### src/rtl/cache_arbiter.sv
// -----------------------------------------------------------------------------
// cache_arbiter
//   Shares one physical-memory port between the instruction cache (i_*) and
//   the data cache (d_*). One line transaction is in flight at a time; a
//   three-state FSM (IDLE / SERVE_I / SERVE_D) owns the port, and ties are
//   broken round-robin against the side that started the previous transaction.
//   A completed transaction hands the port straight to a waiting other side
//   with no idle cycle in between.
//
// Optional feature macro: CACHE_ARB_PERF_EN
//   Adds i_grant_count / d_grant_count / conflict_count (32-bit, wrapping)
//   and the perf_reset input. Arbitration is identical with or without it.
//
// Ports
//   clk, reset          clock, synchronous active-high reset
//   i_read, i_address   I-cache line read request (held until i_resp)
//   i_rdata, i_resp     I-cache read data / one-cycle completion pulse
//   d_read, d_write     D-cache line read / write request (mutually exclusive)
//   d_address, d_wdata  D-cache line address / write-back data
//   d_rdata, d_resp     D-cache read data / one-cycle completion pulse
//   pmem_read/write     memory strobes, held until pmem_resp
//   pmem_address/wdata  memory address / write data
//   pmem_rdata/resp     memory read data / completion pulse
// -----------------------------------------------------------------------------
module cache_arbiter #(
    parameter int ADDR_WIDTH = 32,
    parameter int LINE_WIDTH = 256
) (
    input  logic                  clk,
    input  logic                  reset,
    input  logic                  i_read,
    input  logic [ADDR_WIDTH-1:0] i_address,
    output logic [LINE_WIDTH-1:0] i_rdata,
    output logic                  i_resp,
    input  logic                  d_read,
    input  logic                  d_write,
    input  logic [ADDR_WIDTH-1:0] d_address,
    input  logic [LINE_WIDTH-1:0] d_wdata,
    output logic [LINE_WIDTH-1:0] d_rdata,
    output logic                  d_resp,
    output logic                  pmem_read,
    output logic                  pmem_write,
    output logic [ADDR_WIDTH-1:0] pmem_address,
    output logic [LINE_WIDTH-1:0] pmem_wdata,
    input  logic [LINE_WIDTH-1:0] pmem_rdata,
    input  logic                  pmem_resp
`ifdef CACHE_ARB_PERF_EN
    ,
    output logic [31:0]           i_grant_count,
    output logic [31:0]           d_grant_count,
    output logic [31:0]           conflict_count,
    input  logic                  perf_reset
`endif
);

    localparam logic [1:0] IDLE    = 2'd0;
    localparam logic [1:0] SERVE_I = 2'd1;
    localparam logic [1:0] SERVE_D = 2'd2;

    logic [1:0] r_state;
    logic [1:0] w_next_state;
    logic       r_last_grant;     // 0 = I, 1 = D started most recently
    logic       w_next_last_grant;
    logic       w_i_req;
    logic       w_d_req;

    assign w_i_req = i_read;
    assign w_d_req = d_read | d_write;

    always_comb begin
        w_next_state      = r_state;
        w_next_last_grant = r_last_grant;
        case (r_state)
            IDLE: begin
                // On a tie, I wins only when D started last.
                if (w_i_req && (!w_d_req || r_last_grant)) begin
                    w_next_state      = SERVE_I;
                    w_next_last_grant = 1'b0;
                end else if (w_d_req) begin
                    w_next_state      = SERVE_D;
                    w_next_last_grant = 1'b1;
                end
            end
            SERVE_I: begin
                // The finishing side's request is still high this cycle,
                // so only the other side is considered for the handoff.
                if (pmem_resp) begin
                    if (w_d_req) begin
                        w_next_state      = SERVE_D;
                        w_next_last_grant = 1'b1;
                    end else begin
                        w_next_state = IDLE;
                    end
                end
            end
            SERVE_D: begin
                if (pmem_resp) begin
                    if (w_i_req) begin
                        w_next_state      = SERVE_I;
                        w_next_last_grant = 1'b0;
                    end else begin
                        w_next_state = IDLE;
                    end
                end
            end
            default: w_next_state = IDLE;
        endcase
    end

    always_ff @(posedge clk) begin
        if (reset) begin
            r_state      <= IDLE;
            r_last_grant <= 1'b1;   // first tie after reset goes to I
        end else begin
            r_state      <= w_next_state;
            r_last_grant <= w_next_last_grant;
        end
    end

    // Downstream drive is purely a function of the owner; D strobes follow
    // the requester's inputs directly.
    always_comb begin
        pmem_read    = 1'b0;
        pmem_write   = 1'b0;
        pmem_address = '0;
        pmem_wdata   = '0;
        case (r_state)
            SERVE_I: begin
                pmem_read    = 1'b1;
                pmem_address = i_address;
            end
            SERVE_D: begin
                pmem_read    = d_read;
                pmem_write   = d_write;
                pmem_address = d_address;
                pmem_wdata   = d_wdata;
            end
            default: ;
        endcase
    end

    assign i_resp  = pmem_resp & (r_state == SERVE_I);
    assign d_resp  = pmem_resp & (r_state == SERVE_D);
    assign i_rdata = pmem_rdata;
    assign d_rdata = pmem_rdata;

`ifdef CACHE_ARB_PERF_EN
    logic [31:0] r_i_grant_count;
    logic [31:0] r_d_grant_count;
    logic [31:0] r_conflict_count;

    always_ff @(posedge clk) begin
        if (reset || perf_reset) begin
            r_i_grant_count  <= '0;
            r_d_grant_count  <= '0;
            r_conflict_count <= '0;
        end else begin
            if (i_resp)             r_i_grant_count  <= r_i_grant_count + 32'd1;
            if (d_resp)             r_d_grant_count  <= r_d_grant_count + 32'd1;
            // Only one side can ever be served, so both asserted == conflict.
            if (w_i_req && w_d_req) r_conflict_count <= r_conflict_count + 32'd1;
        end
    end

    assign i_grant_count  = r_i_grant_count;
    assign d_grant_count  = r_d_grant_count;
    assign conflict_count = r_conflict_count;
`endif

endmodule

### config.mk
export PLATFORM = sky130hd
export DESIGN_NAME = cache_arbiter
export DESIGN_NICKNAME = d
export VERILOG_FILES = /design/src/rtl/cache_arbiter.sv
export SDC_FILE = /design/constraint.sdc
export NUM_CORES = 1
export LEC_CHECK = 0
export ABC_AREA = 0
export BUFFER_PORTS_ARGS = -buffer_cell sky130_fd_sc_hd__buf_2
export CORE_AREA = 5 5 537 539
export DETAILED_ROUTE_END_ITERATION = 8
export DIE_AREA = 0 0 542 544
export GPL_TIMING_DRIVEN = 0
export PLACE_DENSITY_LB_ADDON = 0.15
export SETUP_SLACK_MARGIN = 0.2
export SYNTH_ARGS = -nofsm -noshare
export SYNTH_HDL_FRONTEND = slang
export SYNTH_SLANG_ARGS = --single-unit
### constraint.sdc
create_clock -name clk -period 1.7 [get_ports clk]
set_clock_uncertainty 0.2 [all_clocks]
set_input_delay 0.085 -clock clk [delete_from_list [all_inputs] [get_ports clk]]
set_output_delay 0.085 -clock clk [all_outputs]
set_load 0.05 [all_outputs]
After elaboration in Yosys (flattened, before gate mapping). Cells that the tools add are included. W data, S select, Z words.

Register bits after elaboration: 3. Word-level logic and storage cells: 35.

Eq/ne operators: 6. Multiplexer cells: 17. Bitwise operators: 3. Reduce and logical (&&, ||, !) cells: 7.

Operator list (count): $mux W256 (1); $pmux W32 S2 (1); $mux W2 (5); $mux W1 (7); $ne A2 B2 Y1 const B (3); $pmux W2 S3 (1); $reduce_and A4 Y1 (1); $ne A3 B3 Y1 const B (1); $pmux W1 S3 (1); $reduce_and A3 Y1 (1); $reduce_bool A3 Y1 (1); $and A1 B1 Y1 (2); $eq A2 B1 Y1 const B (1); $eq A2 B2 Y1 const B (1); $logic_not A2 Y1 (1); $pmux W1 S2 (1); $logic_and A1 B1 Y1 (1); $logic_not A1 Y1 (1); $logic_or A1 B1 Y1 (1); $or A1 B1 Y1 (1).

Logic depth before layout (Yosys ltp). Gate-level depths: netlist of run 1.

Word-level depth: 6. Gate-level depth with buffers: 7.

Least setup slack after synthesis of run 1. No wires, ideal clock.

Path kind: reg-to-output. Start point: reg r_state[0]. End point: out pmem_address[0]. Data arrival time: 1639 ps. Setup slack: -224 ps. Cell stages (with the launch flop): 7. Buffers on the path: 2. Cell sequence: dfxtp_1 inv_1 ha_1 and2_1 clkbuf_1 buf_2 a22o_1.

Longest elaborated chain between the ends: 2. Elaborated cells on any way between the ends: 3.

Ends and longest elaborated chain: start, declared (line 60) `logic [1:0] r_state;`; start signal, assigned (line 115) `r_state <= w_next_state;`; $eq A2 B2 Y1 or $eq A2 B1 Y1 (tied branches) (line 127) `case (r_state)`; $pmux W32 S2 (*) (line 127); end, declared (line 43) `output logic [ADDR_WIDTH-1:0] pmem_address,`.

Mark *: on every way between the ends. The rest lies on a longest branch, timed or not.

Final worst setup path of run 1.
Start point: reg r_state[0]. End point: out pmem_address[28].

Same word-level chain as after synthesis.

==> results of run 1 <==
routing by layer:
layer  vias up  GRT usage (%)  share of wire, %
met2      1226           17.1                42
met4        66           1.16               1.9
met1      4979           12.5                38
met5         -              0              0.27
li1       4485              -                 -
met3       256           9.12                18
cell families (layout without fill, tap and decap cells):
family	Yosys count	count (layout)
buffers and inverters	553	1695
and+or+nand+nor	270	270
AOI/OAI and AO/OA	45	45
adders and majority gates	4	4
DFF	3	3
other	0	20
placed cells by master, fill, tap and decap left out, types with 2 or more instances in the layout:
cell / count
buf_8: 56
inv_1: 2
or4b_1: 2
buf_6: 108
buf_2: 847
a22o_4: 30
buf_12: 102
and2_2: 195
and2_1: 29
clkbuf_8: 4
ha_4: 2
clkbuf_4: 8
clkbuf_16: 11
diode_2: 20
a22o_2: 2
buf_4: 553
nand2_1: 2
and2_4: 37
nor2_1: 2
a21oi_1: 4
o21ai_0: 2
final timing paths:
kind / slack [ps] / startpoint / end / cells past startpoint
setup / recovery: -420 / r_state[0] / pmem_address[28] / 8
hold / removal: 60 / i_read / r_state[0] / 3
setup reg to reg: -260 / r_state[0] / r_state[0] / 8
hold reg to reg: 300 / r_state[1] / r_state[1] / 2
worst max-delay path, delay by kind of cell (launching register included):
family	cells	cell delay (ps)
AND/OR/NAND/NOR	1	150
buffers and inverters	5	680
adder cells (fa/ha/maj)	1	150
AO/OA/AOI/OAI	1	250
flip-flops	1	360
power by group:
group / switching (W) / internal [W] / total, W
clock: 0.0000640 / 0.000309 / 0.000373
sequential: 0.0000263 / 0.0000959 / 0.000122
combinational: 0.00999 / 0.00506 / 0.0150
total: 0.0101 / 0.00546 / 0.0155
stage by stage:
stage / setup TNS, ps / setup WS [ps] / area, um^2 / hold slack, ps / cells
2_1_floorplan: -3450 / -17.3 / 6810 / -53.3 / 875
3_3_place_gp: -296430 / -1570 / 17200 / 100 / 5766
3_5_place_dp: -287560 / -1560 / 17200 / 98.0 / 5766
4_1_cts: -120080 / -473 / 19000 / 49.3 / 5772
5_1_grt: -108660 / -464 / 20400 / 64.7 / 5785
6_report: -88310 / -417 / 20500 / 58.5 / 5799
cell type report:
type                    instances  area, um^2
flip-flops and latches          3        65.1
multi-input cells             319        2750
plain buffers                 549        4370
clock buffers                   4        78.8
well taps                    3762        4710
inverters                       4        17.5
diodes                         20        50.0
repair buffers               1138        8440
fillers                     33500      263000
state kept, by name, summed over array words and instances, names as in the netlist:
signal,cells
r_last_grant,1
r_state,2
repair_timing:
item / CTS / global route
resized for setup: 546 / 420
cloned: 0 / 3
endpoints found under the hold margin: 3 / 0
pin swaps: 2 / 2
hold buffers: 1 / 0
endpoints found under the setup margin: 295 / 295
setup buffers: 1 / 4
==> metrics.txt, run 1 <==
outcome complete, but fails checks; Inserted Clock Buffers 3; area leader, netlist buf_4; core box area 283000 um^2; Tmin final 2120 ps; post-route setup slack -417 ps; Initial Util 2.18%; Final Max Tran Viols 0; syn_area_per_cell 7.07 um^2; gr usage total 11.2%; worst skew pair latency 230 ps; row cnt 196; Peak VDD IR 0.000224 V; crit path max-delay cell type dfxtp_4; Synth Area in Compound Gates 5.99%; chip height 544 um; DP Wirelength 171000 um; area of the die 295000 um^2; Total Power 0.0155 W; Nets 2604; Final Hold Viols 0; wirelength, routed 176000 um; Max clock buf depth 2; synth warn 0; post-synthesis xor/xnor area fraction 0%; DR pass1 iterations 4; power density cells 759 nW/um^2; RSZ-0062 raised after global routing true; most numerous cell in the Yosys netlist buf_4; Worst-path clk slew 30 ps; drt first-iter violations 494; mux share of post-synthesis cell area 0%; crit path cell chain inv_4 > ha_4 > buf_12 > and2_4 > clkbuf_16 > clkbuf_16 > a22o_4 > buf_8; Max Cap Violations 0; die width 542 um; endpoint class of the critical path output port; RD Place Congestion 0.961; Worst Path Required 1410 ps; Slew headroom 58.8%; sink count of the clock tree 3; vias post-DR 11000; Synth Area in Adders 0.809%; largest family of logic cells by synthesized area buffers and inverters; H-tree depth 1; simple-gate share of the synthesized area 27.3%; fmax 0.472 GHz; initial antenna violation count 147; antenna-violating nets left 0; Critical Path Max Stage Delay 360 ps; post-route DRC violation count 0; HP Class in -> reg; number of synthesized flops with an enable pin 0; fin util 7.22%; Unique masters post-synth 25; first-pass GRT wire length 198000 um; DR WL/cell 30.4 um; failing checks negative setup slack; crit-path max FO 9; # IOs 1386; largest cells by area after synthesis buf_4, and2_1, a22o_1; largest net degree at the start of global routing 11; setup violators final 292; #FFs+latches synth 3; WP data arrival 1830 ps; Least-Margin Pin Slew 622 ps; share of cells above drive strength 1 97.4%; top cells by count, synth buf_4, and2_1, a22o_1; WS Path Type reg -> out; vias in the first global route 10800; area share of the largest cell type after synthesis 62.2%; area grow syn2layout 231%; ys flop type dfxtp_1; leak pwr 9.52 nW; root buffer selected by CTS clkbuf_16; TritonCTS clock tree done; I/O Buffers 1129; sequential area share after synthesis 0.971%; Mapped Area 6180 um^2; Period Utilization, post-route 125%; vias per cell 1.90; Syn Inst Count 875; async set-reset flop share out of synthesis 0%; crit start category flip-flop; Critical Path Most Common Cell clkbuf_16; net count after synthesis 1461; GR Overflow Total 0
Power figures use the tool's default switching activity.
==> run 2, diff against run 1 <==
GPL_TIMING_DRIVEN = not set   (was 0)
==> metrics.txt, run 2 (same netlist as run 1, synthesis figures left out) <==
I/O Buffers 617 (-45%); Worst Path Required 1410 ps (about the same); Max clock buf depth 2 (unchanged); FILL cells 33200 (-1.0%); register area 65.1 um^2 (unchanged); Initial Util 2.18% (unchanged); reg2reg start r_state[0]; wirelength, routed 178000 um (+0.91%); share of cells above drive strength 1 89.4% (-8.0 points); Period Utilization, post-route 117% (-7.8 points); vias post-DR 8232 (-25%); GR Overflow Total 0 (unchanged); failing checks negative setup slack; Hold Slack 72.1 ps (+13.6 ps); # IOs 1386 (unchanged); endpoint class of the critical path output port; Max Cap Violations 0 (unchanged); Hold Crit Start i_read; max reg flops 2 (unchanged); Peak VDD IR 0.000210 V (-6.3%); Tmin final 1980 ps (-133 ps); leak pwr 7.37 nW (-23%); commonest non-fill, non-tap cell in the layout buf_12; die width 542 um (unchanged); outcome complete, but fails checks; Placed Instance Area 14800 um^2 (-14%); area grow syn2layout 222%; RSZ-0062 raised after global routing true; root buffer selected by CTS clkbuf_16; Most flops, register r_state; most frequent cells in the layout buf_12, buf_2, and2_4, and2_2, dlygate4sd3_1; first-pass GRT wire length 196000 um (-0.89%); DR WL/cell 35.2 um (+16%); worst skew pair latency 230 ps (about the same); initial antenna violation count 190 (+29%); Final Hold Viols 0 (unchanged); gr usage total 11.4% (+0.14 points); chip height 544 um (unchanged); WP data arrival 1700 ps (-130 ps); TritonCTS clock tree done; setup violators final 295 (+1.0%); sink count of the clock tree 3 (unchanged); Least-Margin Pin Slew 1200 ps (+574 ps); Inserted Clock Buffers 3 (unchanged); vias per cell 1.63 (-14%); crit-path max FO 13 (+4); WS Path Type reg -> out; Final Max Tran Viols 0 (unchanged); largest net degree at the start of global routing 85 (+74); crit start category flip-flop; core box area 283000 um^2 (unchanged); fmax 0.504 GHz (+6.7%); Nets 1834 (-30%); row cnt 196 (unchanged); DP Wirelength 166000 um (-3.3%); Top Registers r_state: 2 flops, r_last_grant: 1 flops; power density cells 844 nW/um^2 (+11%); antenna-violating nets left 0 (unchanged); DR pass1 iterations 4 (unchanged); RD Place Congestion 0.780 (-19%); Multi-input gate area 2910 um^2 (+5.8%); post-route setup slack -284 ps (+133 ps); HP Class in -> reg; CP startpoint r_state[0]; post-route DRC violation count 0 (unchanged); Worst-path clk slew 30 ps (about the same); drt first-iter violations 285 (-42%); fin area 19900 um^2 (-2.7%); area of the die 295000 um^2 (unchanged); H-tree depth 1 (unchanged); vias in the first global route 8362 (-23%); Slew headroom 20.0% (-39 points)
[run 2: cell count changes in the layout (fill, tap and decap cells not counted), sizes merged]
cell	before	now
buf	1666	808
dlygate4sd3	1	103
diode	20	39
clkbuf	24	9
and2	261	262
[run 2: through the flow]
stage / total power [W] / setup TNS [ps] / instances / setup WS, ps / util [%]
detailed placement: 0.0113 / -16420 / 4722 / -255 / 5.22
global placement: 0.0114 / -19790 / 4722 / -258 / 5.22
CTS: 0.0166 / -75710 / 4988 / -298 / 6.80
global route: 0.0178 / -86390 / 5016 / -341 / 7.00
finish: 0.0168 / -63590 / 5048 / -284 / 7.03
floorplan: 0.00805 / -3450 / 875 / -17.3 / -
[run 2: worst max-delay path, stage by stage, from the launching register on]
cell and delay (ps):
dfxtp_2 340, inv_4 50, ha_4 170, buf_4 160, and2_4 170, buf_12 150, a22o_4 260, buf_12 150
[run 2: worst paths after layout]
kind | end | slack, ps | cells past startpoint
hold / removal | r_state[0] | 70 | 3
setup reg to reg | r_state[0] | -240 | 8
setup / recovery | pmem_address[6] | -280 | 7
hold reg to reg | r_last_grant | 340 | 2
[run 2: cell type report]
| cell class | count | share of cell area [%] |
|---|---|---|
| clock buffers | 4 | 0.396 |
| well taps | 3762 | 23.6 |
| multi-input cells | 320 | 14.6 |
| repair buffers | 916 | 60.5 |
| flip-flops and latches | 3 | 0.326 |
| diodes | 39 | 0.490 |
| inverters | 4 | 0.0879 |
[run 2: metal layers]
layer | up-vias | wire length (um) | track usage, %
met1 | 3536 | 56900 | 10.1
met4 | 36 | 4930 | 1.86
met5 | - | 231 | 0
met3 | 360 | 41800 | 13.2
li1 | 3027 | - | -
met2 | 1273 | 74100 | 17.3
[run 2: report_power, final]
part / internal, W / switching [W] / total, W / leakage [nW]
Combinational: 0.00613 / 0.0102 / 0.0163 / 7.30
Clock: 0.000310 / 0.0000699 / 0.000380 / 0.0384
Sequential: 0.0000962 / 0.0000213 / 0.000118 / 0.0259
Total: 0.00654 / 0.0103 / 0.0168 / 7.37
[run 2: repair_timing]
item / in CTS / in global routing
hold buffers: 244 / 14
gates resized for setup: 143 / 56
buffers inserted: 13 / 1
pin swaps: 6 / 6
hold endpoints to repair: 486 / 28
gates cloned: 5 / 6
endpoints found under the setup margin: 295 / 495
==> run 3, diff against run 2 <==
MAX_ROUTING_LAYER = met4   (was not set)
==> metrics.txt, run 3 (same netlist as run 1, synthesis figures left out) <==
outcome complete, but fails checks; failing checks negative setup slack; Top Registers r_state: 2 flops, r_last_grant: 1 flops; commonest non-fill, non-tap cell in the layout buf_12; post-route setup slack -296 ps (-11.1 ps); leak pwr 7.71 nW (+4.6%); GR Overflow Total 0 (unchanged); HP Class in -> reg; reg2reg start r_state[0]; endpoint class of the critical path output port; CP startpoint r_state[1]; Max clock buf depth 2 (unchanged); Total Power 0.0169 W (+0.27%); TritonCTS clock tree done; Period Utilization, post-route 117% (+0.66 points); RD Place Congestion 0.791 (+1.4%); largest net degree at the start of global routing 85 (unchanged); fmax 0.501 GHz (-0.56%); post-route DRC violation count 0 (unchanged); Nets 1837 (+0.16%); Least-Margin Pin Slew 1200 ps (+3.34 ps); crit-path max FO 6 (-7); crit start category flip-flop; Tmin final 2000 ps (+11.1 ps); sink count of the clock tree 3 (unchanged); Max Cap Violations 0 (unchanged); initial antenna violation count 195 (+2.6%); share of cells above drive strength 1 88.4% (-1.0 points); Placed Instance Area 14800 um^2 (unchanged); row cnt 196 (unchanged); Initial Util 2.18% (unchanged); Hold Crit Start i_read; DP Wirelength 166000 um (unchanged); DR WL/cell 35.2 um (about the same); RSZ-0062 raised after global routing true; Inserted Clock Buffers 3 (unchanged); I/O Buffers 617 (unchanged); # IOs 1386 (unchanged); WS Path Type reg -> out; power density cells 840 nW/um^2 (-0.52%); final std cells w/o fill 5061 (+0.26%); area of the die 295000 um^2 (unchanged); worst skew pair latency 230 ps (about the same); Hold Slack 83.3 ps (+11.2 ps); die width 542 um (unchanged); Most flops, register r_state; DR pass1 iterations 4 (unchanged); first-pass GRT wire length 196000 um (about the same); Worst-path clk slew 30 ps (about the same); Final Max Tran Viols 0 (unchanged); fin area 20100 um^2 (+0.78%); core box area 283000 um^2 (unchanged); root buffer selected by CTS clkbuf_16; Slew headroom 20.4% (+0.39 points); Cell Count Post-Placement 4722 (unchanged); FILL cells 33200 (-0.090%); wirelength, routed 178000 um (+0.29%); antenna-violating nets left 0 (unchanged); Final Hold Viols 0 (unchanged); gr usage total 11.7% (+0.33 points); chip height 544 um (unchanged); vias post-DR 8284 (+0.63%); Peak VDD IR 0.000211 V (+0.25%); Worst Path Required 1410 ps (about the same); setup violators final 293 (-0.68%); H-tree depth 1 (unchanged); vias in the first global route 8407 (+0.54%); max reg flops 2 (unchanged); most frequent cells in the layout buf_12, buf_2, and2_4, and2_2, dlygate4sd3_1; drt first-iter violations 263 (-7.7%); WP data arrival 1710 ps (about the same); area grow syn2layout 225%; vias per cell 1.64 (+0.37%)
-- run 3: cell count changes in the layout (fill, tap and decap cells not counted), sizes merged --
cell          previous run  this run
dlygate4sd3            103        66
dlymetal6s4s             0        37
diode                   39        49
clkbuf                   9        11
buf                    808       809
-- run 3: cell type report --
type | count | area [um^2] | share of cell area [%]
timing repair buffer | 919 | 12200 | 60.8
tap | 3762 | 4710 | 23.4
multi-input combinational | 320 | 2880 | 14.3
antenna | 49 | 123 | 0.610
clock buffer | 4 | 78.8 | 0.392
sequential | 3 | 65.1 | 0.324
inverter | 4 | 17.5 | 0.0872
-- run 3: power breakdown --
group | internal [W] | switching [W] | leakage, nW
combinational | 0.00613 | 0.0102 | 7.64
clock | 0.000310 | 0.0000722 | 0.0385
sequential | 0.0000962 | 0.0000215 | 0.0259
-- run 3: worst max-delay path, cell delays in order (launching register included) --
cell       delay, ps
dfxtp_4          360
inv_2             60
ha_4             260
and2_4           230
clkbuf_16        190
a22o_4           230
buf_12           140
-- run 3: per-layer routing --
metal,part of all wire (%),up-vias,global-route usage [%]
met5,0,-,-
met4,3.0,0,1.94
met3,24,389,13.4
met2,41,1300,17.2
met1,31,3541,9.99
li1,-,3054,-
-- run 3: repair_timing --
| action | CTS | global route |
|---|---|---|
| gates cloned | 5 | 9 |
| setup buffers | 13 | 1 |
| hold buffers | 244 | 14 |
| endpoints found under the setup margin | 295 | 495 |
| endpoints found under the hold margin | 486 | 28 |
| gates resized for setup | 143 | 82 |
| pin swaps | 6 | 3 |
-- run 3: worst paths after layout --
kind                                        end  slack, ps  depth (start not counted)
worst min register to register     r_last_grant        340                          2
worst min-delay path                 r_state[0]         80                          3
worst max register to register       r_state[0]       -250                          8
worst max-delay path            pmem_address[2]       -300                          6
-- run 3: through the flow --
| stage | util (%) | setup WS, ps | setup TNS [ps] |
|---|---|---|---|
| final | 7.09 | -296 | -67050 |
| after detailed placement | 5.22 | -255 | -16420 |
| after floorplan | - | -17.3 | -3450 |
| after global placement | 5.22 | -258 | -19790 |
| after CTS | 6.80 | -298 | -75710 |
| after global routing | 7.07 | -341 | -88360 |
